File: config.mk
export PLATFORM = sky130hd
export DESIGN_NAME = rv_trace_buffer_flat
export DESIGN_NICKNAME = d
export VERILOG_FILES = /design/src/rtl/rv_trace_if.sv /design/src/rtl/rv_trace_buffer.sv /design/src/flat_wrapper.sv
export SDC_FILE = /design/constraint.sdc
export NUM_CORES = 2
export LEC_CHECK = 0
export BUFFER_PORTS_ARGS = -buffer_cell sky130_fd_sc_hd__buf_4
export CAP_MARGIN = 20
export CORE_MARGIN = 4
export CORE_UTILIZATION = 40
export CTS_CLUSTER_SIZE = 24
export DETAILED_ROUTE_END_ITERATION = 7
export PLACE_DENSITY_LB_ADDON = 0.08
export SYNTH_ARGS = -nofsm -noshare
export SYNTH_HDL_FRONTEND = slang
export SYNTH_SLANG_ARGS = --single-unit
File: constraint.sdc
create_clock -name clk -period 10.9 [get_ports clk]
set_clock_uncertainty 0.2 [all_clocks]
set_input_delay 2.18 -clock clk [delete_from_list [all_inputs] [get_ports clk]]
set_output_delay 2.18 -clock clk [all_outputs]
set_load 0.02 [all_outputs]
File: src/rtl/rv_trace_if.sv
// Retire/drain bus of the trace buffer: retire stream in, head-of-FIFO read port out.
interface rv_trace_if #(
    parameter int XLEN = 32
);
    logic            retire_valid;
    logic [XLEN-1:0] retire_pc;
    logic [31:0]     retire_instr;
    logic            rd_ready;
    logic            rd_valid;
    logic [XLEN-1:0] rd_pc;
    logic [31:0]     rd_instr;
    logic [2:0]      rd_class;

    // Core side / debug reader drives the retire stream and rd_ready
    modport master (
        output retire_valid, retire_pc, retire_instr, rd_ready,
        input  rd_valid, rd_pc, rd_instr, rd_class
    );

    // Trace buffer side
    modport slave (
        input  retire_valid, retire_pc, retire_instr, rd_ready,
        output rd_valid, rd_pc, rd_instr, rd_class
    );
endinterface

File: src/rtl/rv_trace_buffer.sv
// Retire-trace buffer: circular FIFO of retired {PC, instr}, per-class counters
// and a PC-match trigger that stops capture POST entries after the match.
module rv_trace_buffer #(
    parameter int XLEN  = 32,
    parameter int DEPTH = 16,
    parameter int POST  = 8,
    parameter int CNT_W = 32
) (
    input  logic                       clk,
    input  logic                       reset,
    rv_trace_if.slave                  bus,
    input  logic                       i_clear,
    input  logic                       i_arm,
    input  logic                       i_stop,
    input  logic                       i_trig_en,
    input  logic [XLEN-1:0]            i_trig_pc,
    output logic [$clog2(DEPTH):0]     o_fill,
    output logic                       o_full,
    output logic                       o_empty,
    output logic                       o_overflow,
    output logic [1:0]                 o_state,
    output logic [CNT_W-1:0]           o_cycle_count,
    output logic [CNT_W-1:0]           o_instr_count,
    input  logic [2:0]                 i_class_sel,
    output logic [CNT_W-1:0]           o_class_count
);
    localparam int AW     = $clog2(DEPTH);
    localparam int FILL_W = AW + 1;

    typedef enum logic [1:0] {
        S_IDLE  = 2'd0,
        S_ARMED = 2'd1,
        S_TRIG  = 2'd2,
        S_DONE  = 2'd3
    } state_t;

    state_t              r_state, w_state_nxt;
    logic [AW-1:0]       r_post_cnt, w_post_nxt;
    logic [AW-1:0]       r_wr_ptr, r_rd_ptr;
    logic [FILL_W-1:0]   r_fill;
    logic                r_overflow;
    logic [CNT_W-1:0]    r_cyc_cnt, r_instr_cnt;
    logic [CNT_W-1:0]    r_cls_cnt [8];
    logic [XLEN-1:0]     r_mem_pc    [DEPTH];
    logic [31:0]         r_mem_instr [DEPTH];

    logic                w_active, w_capture, w_pop, w_full, w_empty, w_drop, w_trig_hit;
    logic [2:0]          w_cap_class;

    // Opcode to trace class; JAL/JALR and LUI/AUIPC share a class each
    function automatic logic [2:0] f_class(input logic [6:0] op);
        case (op)
            7'b0110011: f_class = 3'd0;
            7'b0010011: f_class = 3'd1;
            7'b0000011: f_class = 3'd2;
            7'b0100011: f_class = 3'd3;
            7'b1100011: f_class = 3'd4;
            7'b1101111,
            7'b1100111: f_class = 3'd5;
            7'b0110111,
            7'b0010111: f_class = 3'd6;
            default:    f_class = 3'd7;
        endcase
    endfunction

    assign w_active    = (r_state == S_ARMED) || (r_state == S_TRIG);
    assign w_capture   = bus.retire_valid && w_active;
    assign w_full      = (r_fill == FILL_W'(DEPTH));
    assign w_empty     = (r_fill == '0);
    assign w_pop       = !w_empty && bus.rd_ready;
    // Full with no pop: the oldest entry is sacrificed to make room
    assign w_drop      = w_capture && w_full && !w_pop;
    assign w_trig_hit  = w_capture && i_trig_en && (bus.retire_pc == i_trig_pc);
    assign w_cap_class = f_class(bus.retire_instr[6:0]);

    // FSM state and post-trigger countdown registers
    always_ff @(posedge clk) begin
        if (!reset || i_clear) begin
            r_state    <= S_IDLE;
            r_post_cnt <= '0;
        end else begin
            r_state    <= w_state_nxt;
            r_post_cnt <= w_post_nxt;
        end
    end

    // FSM next state; a forced stop overrides any trigger progress
    always_comb begin
        w_state_nxt = r_state;
        w_post_nxt  = r_post_cnt;
        case (r_state)
            S_IDLE: begin
                if (i_arm) w_state_nxt = S_ARMED;
            end
            S_ARMED: begin
                if (w_trig_hit) begin
                    if (POST == 0) begin
                        w_state_nxt = S_DONE;
                    end else begin
                        w_state_nxt = S_TRIG;
                        w_post_nxt  = AW'(POST);
                    end
                end
                if (i_stop) w_state_nxt = S_DONE;
            end
            S_TRIG: begin
                if (w_capture) begin
                    w_post_nxt = r_post_cnt - 1'b1;
                    if (r_post_cnt == AW'(1)) w_state_nxt = S_DONE;
                end
                if (i_stop) w_state_nxt = S_DONE;
            end
            default: w_state_nxt = r_state;
        endcase
    end

    // Entry storage; stale contents are harmless since pointers gate visibility
    always_ff @(posedge clk) begin
        if (w_capture) begin
            r_mem_pc[r_wr_ptr]    <= bus.retire_pc;
            r_mem_instr[r_wr_ptr] <= bus.retire_instr;
        end
    end

    // Pointers, fill, overflow flag and saturating counters
    always_ff @(posedge clk) begin
        if (!reset || i_clear) begin
            r_wr_ptr    <= '0;
            r_rd_ptr    <= '0;
            r_fill      <= '0;
            r_overflow  <= 1'b0;
            r_cyc_cnt   <= '0;
            r_instr_cnt <= '0;
            for (int k = 0; k < 8; k++) r_cls_cnt[k] <= '0;
        end else begin
            if (w_capture)        r_wr_ptr <= r_wr_ptr + 1'b1;
            if (w_pop || w_drop)  r_rd_ptr <= r_rd_ptr + 1'b1;
            if (w_capture && !w_pop && !w_full) r_fill <= r_fill + 1'b1;
            else if (!w_capture && w_pop)       r_fill <= r_fill - 1'b1;
            if (w_drop) r_overflow <= 1'b1;
            if (w_active && r_cyc_cnt != '1) r_cyc_cnt <= r_cyc_cnt + 1'b1;
            if (w_capture) begin
                if (r_instr_cnt != '1) r_instr_cnt <= r_instr_cnt + 1'b1;
                if (r_cls_cnt[w_cap_class] != '1)
                    r_cls_cnt[w_cap_class] <= r_cls_cnt[w_cap_class] + 1'b1;
            end
        end
    end

    // Head of FIFO is shown directly (fall-through), zeroed while empty
    assign bus.rd_valid = !w_empty;
    assign bus.rd_pc    = w_empty ? '0 : r_mem_pc[r_rd_ptr];
    assign bus.rd_instr = w_empty ? '0 : r_mem_instr[r_rd_ptr];
    assign bus.rd_class = w_empty ? '0 : f_class(r_mem_instr[r_rd_ptr][6:0]);

    assign o_fill        = r_fill;
    assign o_full        = w_full;
    assign o_empty       = w_empty;
    assign o_overflow    = r_overflow;
    assign o_state       = r_state;
    assign o_cycle_count = r_cyc_cnt;
    assign o_instr_count = r_instr_cnt;
    assign o_class_count = r_cls_cnt[i_class_sel];
endmodule
File: src/flat_wrapper.sv
// flat-port wrapper written by rule: the top's interface ports become plain ports
module rv_trace_buffer_flat 
#(
    parameter int XLEN  = 32,
    parameter int DEPTH = 16,
    parameter int POST  = 8,
    parameter int CNT_W = 32
)
  (clk, reset, i_clear, i_arm, i_stop, i_trig_en, i_trig_pc, o_fill, o_full, o_empty, o_overflow, o_state, o_cycle_count, o_instr_count, i_class_sel, o_class_count, bus_retire_valid, bus_retire_pc, bus_retire_instr, bus_rd_ready, bus_rd_valid, bus_rd_pc, bus_rd_instr, bus_rd_class);
  rv_trace_if #(.XLEN(XLEN)) bus_i ();
  input  logic clk;
  input  logic reset;
  input  logic i_clear;
  input  logic i_arm;
  input  logic i_stop;
  input  logic i_trig_en;
  input  logic [XLEN-1:0] i_trig_pc;
  output logic [$clog2(DEPTH):0] o_fill;
  output logic o_full;
  output logic o_empty;
  output logic o_overflow;
  output logic [1:0] o_state;
  output logic [CNT_W-1:0] o_cycle_count;
  output logic [CNT_W-1:0] o_instr_count;
  input  logic [2:0] i_class_sel;
  output logic [CNT_W-1:0] o_class_count;
  input wire logic [$bits(bus_i.retire_valid)-1:0] bus_retire_valid;
  input wire logic [$bits(bus_i.retire_pc)-1:0] bus_retire_pc;
  input wire logic [$bits(bus_i.retire_instr)-1:0] bus_retire_instr;
  input wire logic [$bits(bus_i.rd_ready)-1:0] bus_rd_ready;
  output wire logic [$bits(bus_i.rd_valid)-1:0] bus_rd_valid;
  output wire logic [$bits(bus_i.rd_pc)-1:0] bus_rd_pc;
  output wire logic [$bits(bus_i.rd_instr)-1:0] bus_rd_instr;
  output wire logic [$bits(bus_i.rd_class)-1:0] bus_rd_class;
  assign bus_i.retire_valid = bus_retire_valid;
  assign bus_i.retire_pc = bus_retire_pc;
  assign bus_i.retire_instr = bus_retire_instr;
  assign bus_i.rd_ready = bus_rd_ready;
  assign bus_rd_valid = bus_i.rd_valid;
  assign bus_rd_pc = bus_i.rd_pc;
  assign bus_rd_instr = bus_i.rd_instr;
  assign bus_rd_class = bus_i.rd_class;
  rv_trace_buffer #(.XLEN(XLEN), .DEPTH(DEPTH), .POST(POST), .CNT_W(CNT_W)) u_core (.clk(clk), .reset(reset), .bus(bus_i), .i_clear(i_clear), .i_arm(i_arm), .i_stop(i_stop), .i_trig_en(i_trig_en), .i_trig_pc(i_trig_pc), .o_fill(o_fill), .o_full(o_full), .o_empty(o_empty), .o_overflow(o_overflow), .o_state(o_state), .o_cycle_count(o_cycle_count), .o_instr_count(o_instr_count), .i_class_sel(i_class_sel), .o_class_count(o_class_count));
endmodule
Word level (Yosys, flattened, before mapping)
Memories as Yosys holds them, arrays and structs flattened. A register that Yosys moved wholly into a read port is not among the register bits.
Index checks and enable logic that the tools add are counted.
{"block": "totals", "register_bits": 84, "ram_bits": 1280, "inputBits": 107, "out_inout_bits": 174, "wordCells": 114, "memories": 3}
{"memory": "u_core.r_mem_instr", "words": 16, "word_bits": 32, "rd": 1, "rd_clocked_by_memory_dff": 1, "wr": 1, "line_no": "rv_trace_buffer.sv:45", "text": "logic [31:0] r_mem_instr [DEPTH];"}
{"memory": "u_core.r_mem_pc", "words": 16, "word_bits": 32, "rd": 1, "rd_clocked_by_memory_dff": 1, "wr": 1, "line_no": "rv_trace_buffer.sv:44", "text": "logic [XLEN-1:0] r_mem_pc [DEPTH];"}
{"memory": "u_core.r_cls_cnt", "words": 8, "word_bits": 32, "rd": 2, "rd_clocked_by_memory_dff": 0, "wr": 8, "line_no": "rv_trace_buffer.sv:43", "text": "logic [CNT_W-1:0] r_cls_cnt [8];"}
{"block": "op_classes", "addsub": 8, "eq_ne": 32, "muxes": 32, "n_reduce_logical": 31}
{"operator": "$add A32 B1 Y32 const B", "n": 3}
{"operator": "$mux W32", "n": 3}
{"operator": "$ne A32 B32 Y1 const B", "n": 3}
{"operator": "$eq A7 B6 Y1 const B", "n": 6}
{"operator": "$eq A7 B7 Y1 const B", "n": 6}
{"operator": "$pmux W3 S7", "n": 2}
{"operator": "$eq A32 B32 Y1", "n": 1}
{"operator": "$reduce_or A32 Y1", "n": 1}
{"operator": "$eq A7 B5 Y1 const B", "n": 4}
{"operator": "$mux W4", "n": 6}
{"operator": "$eq A7 B2 Y1 const B", "n": 2}
{"operator": "$mux W2", "n": 6}
{"operator": "$logic_and A1 B1 Y1", "n": 10}
{"operator": "$mux W5", "n": 2}
{"operator": "$mux W1", "n": 9}
{"operator": "$add A4 B1 Y4 const B", "n": 2}
{"operator": "$pmux W4 S2", "n": 1}
{"operator": "$reduce_or A2 Y1", "n": 4}
{"operator": "$mux W3", "n": 2}
{"operator": "$ne A3 B2 Y1 const B", "n": 2}
{"operator": "$pmux W2 S3", "n": 1}
{"operator": "$add A5 B1 Y5 const B", "n": 1}
{"operator": "$eq A5 B5 Y1 const B", "n": 1}
{"operator": "$logic_not A1 Y1", "n": 5}
{"operator": "16 further kinds", "n": 20}

Longest topological paths before layout
An unclocked memory read counts as a cell.
{"block": "logic_depth", "ltp_word": 11, "mapped_depth": 15, "depth_no_buf": 12}

Least setup slack after synthesis
OpenSTA, ideal clock, no wires.
{"block": "synth_path", "kind": "input-to-reg", "start": "input bus_retire_valid", "end": "memory u_core.r_mem_instr[3][0] (enable)", "setup_time_ns": 0.564, "arrival_ns": 7.166, "t_required_ns": 10.136, "path_slack_ns": 2.969, "stages": 4, "n_path_buf": 1, "cell_sequence": "and2_1 -> clkbuf_1 -> nand2_1 -> nor3_1"}
{"block": "synth_between", "elab_chain_cells": 3}
{"element": "from (decl)", "line_no": "flat_wrapper.sv:27", "text": "input wire logic [$bits(bus_i.retire_valid)-1:0] bus_retire_valid;"}
{"element": "$logic_and A1 B1 Y1", "line_no": "rv_trace_buffer.sv:67", "text": "assign w_capture = bus.retire_valid && w_active;"}
{"element": "$mux W1", "line_no": "rv_trace_buffer.sv:119", "text": "if (w_capture) begin"}
{"element": "$mux W1 (implied by the code)", "line_no": "rv_trace_buffer.sv:121", "text": "r_mem_instr[r_wr_ptr] <= bus.retire_instr;"}
{"element": "to (decl)", "line_no": "rv_trace_buffer.sv:45"}
No other way between the ends.

==> key figures <==
Run status
  – Status: finished, final reports clean

Detailed routing
  – Initial DRC Count: a little under 3k
  – First-pass iteration count of the detailed router: 5
  – Wire per inst: a little under 30 µm
  – # DRC: 0
  – Vias/cell: 5.73
  – Post-route ant nets: 0
  – Vias: 31.5k
  – Final wirelength: ~160 mm

Min path
  – Hold Crit Class: reg -> reg
  – WHS Endpoint: u_core.o_overflow
  – Hold Path Origin: u_core.o_overflow
  – Hold Path Stages: 2

Clock network
  – Root buffer cell: clkbuf_16
  – CTS tree: done
  – Clk_lat worst skew: slightly below 800 ps
  – Reg clk slew, reported paths: about 60 ps
  – Sink Count: 1368
  – Number of post-CTS setup repair buffers: 0
  – Hold buffers post-CTS: 0
  – CTS H-tree lvls: 4
  – CTS Buf Count: 151
  – CTS Buffer Depth: 3
  – CTS resizes: 0

Setup path
  – Worst flop-to-flop path startpoint: u_core.r_cls_cnt[5][0]
  – Slowest CP cell: nand2_1
  – Required time of the critical path: about 11000 ps
  – Kind of critical path: in -> reg
  – Critical Path AT: ~7700 ps
  – Stages on the worst setup path: 14
  – Crit path max fanout: 48
  – Crit path launch: bus_retire_instr[5]
  – R2r setup slk: around 5900 ps
  – Worst path buffer plus inverter count: 4
  – Startpoint Class: primary input
  – Critical Path End Type: flip-flop
  – CP most frequent cell: buf_4
  – Worst R2R End: u_core.r_cls_cnt[0][10]
  – Worst r2r path cells: 11
  – Crit-path cells: buf_4 -> buf_4 -> xnor2_1 -> a22o_1 -> a221o_1 -> a211oi_4 -> ha_1 -> nand3_1 -> nor3_4 -> nand4_2 -> nand2_1 -> buf_4 -> nand2_1 -> buf_4
  – Cell family with most CP delay: simple AND/OR/NAND/NOR gates
  – CP max stage delay: ~730 ps

Die
  – Die ar.: 149000 µm²
  – FP Rows: 138
  – # IOs: 281
  – Chip Width: 386 µm
  – Core area: roughly 140000 µm²
  – Die Y: approximately 390 µm
  – Starting Density: 0.403

Timing
  – Setup TNS: 0 ps
  – Worst-Margin Slew: approximately 1100 ps
  – Rel. slew slack: 0.277
  – Tcrit/Tclk final: 0.678
  – Maximum clock frequency: 0.135 GHz
  – Final Max Slew Viols: 0
  – Final hold violation count: 0
  – RSZ-0062 raised after global routing: false
  – Min Tclk post-route: approximately 7400 ps
  – Final setup viols: 0

Logic synthesis
  – Post-synthesis cell area: around 57000 µm²
  – Cells after Synth: 3151
  – Syn_nets: roughly 3.3k
  – Synth unique cells: about 80
  – Yosys reg bits: 1368
  – Async S/R FF share, synth: 0
  – Warnings, synthesis: 0
  – Number of flops mapped to enable cells by yosys: roughly 1.3k
  – Sequential-to-total area share from yosys stat: 0.704
  – Synth Flop Type: edfxtp_1
  – Post-synthesis area per instance: roughly 18 µm²

Pwr
  – Pwr Total: about 12 mW
  – LEAKAGE: roughly 21 nW
  – PwrDens: between 150 and 200 nW/µm²
  – VDD IR-drop max: between 100 and 150 µV

Place
  – Post-DP Area: ~62000 µm²
  – Port Buffers: 280
  – DP HPWL: ~93 mm
  – Placed cells: between 5k and 6k
  – Final GP Congestion: 0.895

Final layout
  – Design Area, Final: about 66000 µm²
  – P&R area growth vs syn: 16.3%
  – Final nets: 3611
  – Filler-free cell count of the finished design: around 5.5k
  – Share of cells above drive strength 1: 0.295

Flow run
  – Max cap viols: 0

Global routing
  – GRT Util Overall: 0.215
  – Pin count of the biggest net entering global routing: between 100 and 150
  – Vias in the first global route: 32.9k
  – Initial antenna violation count: 5
  – Global-route wire length before repair: roughly 230 mm
  – Gr ovfl total: 0
[layer usage]
| layer | up-vias | routed length [µm] | GRT usage |
|---|---|---|---|
| met5 | - | 12 | 0 |
| met1 | 16794 | 68000 | 0.297 |
| met4 | 2 | 3320 | 0.0524 |
| met3 | 222 | 10600 | 0.0430 |
| li1 | 13314 | - | - |
| met2 | 1159 | 78400 | 0.354 |
[state kept, by name (all words and copies together), names as in the netlist, 4 cells and up, named ones only]
name and count:
u_core.r_wr_ptr 4, u_core.o_cycle_count 32, u_core.r_post_cnt 4, u_core.r_cls_cnt 256, u_core.o_fill 5, u_core.o_instr_count 32, u_core.r_mem_pc 512, u_core.r_mem_instr 512
u_core.r_rd_ptr 4
[cell families after synthesis]
| family | share of synthesized area |
|---|---|
| AO/OA/AOI/OAI | 0.0221 |
| XOR/XNOR | 0.0197 |
| adder cells (fa/ha/maj) | 0.00408 |
| buffers and inverters | 0.0149 |
| flip-flops | 0.704 |
| multiplexers | 0.167 |
| AND/OR/NAND/NOR | 0.0678 |
[report_power, final]
group	switching [mW]	internal, mW	leakage [nW]	total (mW)
clock	2.08	2.87	2.34	4.95
sequential	0.0399	5.79	12.8	5.83
combinational	0.516	0.318	6.26	0.834
total	2.64	8.98	21.4	11.6
[stage by stage]
step           utilization  hold slack, ps  setup WS (ps)
3_3_place_gp         0.434             263           2820
2_1_floorplan            -             282           2970
3_5_place_dp         0.435             268           2710
6_report             0.468             280           3510
5_1_grt              0.468             327           3240
4_1_cts              0.468             285           3530
[how the worst max path moves through the flow]
| stage | to | slack [ps] |
|---|---|---|
| 4_1_cts | u_core.r_cls_cnt[0][8] | 3530 |
| 2_1_floorplan | u_core.r_mem_instr[3][0] | 2970 |
| 6_report | u_core.r_cls_cnt[0][10] | 3510 |
| 5_1_grt | u_core.r_cls_cnt[0][11] | 3240 |
| 3_3_place_gp | u_core.r_cls_cnt[0][25] | 2820 |
| 3_5_place_dp | u_core.r_cls_cnt[0][25] | 2710 |
[tightest hold or removal path, delay by kind of cell (launching register included)]
| kind | cells | cell delay, ps |
|---|---|---|
| AO/OA/AOI/OAI | 1 | 40 |
| flip-flops | 1 | 330 |
| AND/OR/NAND/NOR | 1 | 70 |
[final cells by class]
type                    instances  area, µm²
diodes                          2       5.00
clock buffers                 188       3920
clock inverters                86        872
fillers                     12093      75400
inverters                      25       93.8
multi-input cells            1581      16200
flip-flops and latches       1368      40200
well taps                    1890       2360
repair buffers                359       2740
[cells in the mapped netlist (10+ instances only)]
master    count  area share
clkbuf_1     86      0.0057
nor4_1       17      0.0019
buf_1        38      0.0025
ha_1         17      0.0037
nor3_1       48      0.0042
nor2b_1      76      0.0083
nand3_1      54      0.0047
nor2_1      404       0.027
a21oi_1      28      0.0025
buf_2        43      0.0038
xor2_1       82       0.013
nand4_1      33      0.0036
inv_1        24      0.0016
dfxtp_1      88       0.031
edfxtp_1   1280        0.67
o22ai_1      21      0.0023
xnor2_1      35      0.0054
o221ai_1     10      0.0015
mux2i_1      31      0.0054
mux4_2      388        0.15
buf_4        10      0.0013
nand2_1      75      0.0049
mux2_2       45      0.0089
or3_1        24      0.0026
o21ai_0      30      0.0026
[placed cells by master (no fill, tap or decap), types with 17 or more instances in the layout]
master     instances
clkbuf_16        151
clkinv_1          25
a21oi_1           28
clkinv_2          28
nor4_1            17
mux2i_1           31
clkbuf_1          37
nor3_1            44
nand3_1           54
inv_1             24
xnor2_1           35
mux2_2            45
or3_1             24
nor2b_1           75
ha_1              17
o22ai_1           21
edfxtp_1        1280
xor2_1            82
mux4_2           388
nor2_1           391
buf_4            356
dfxtp_1           84
nand2_1           75
nand4_1           33
o21ai_0           30
(Power assumes the default switching activity.)
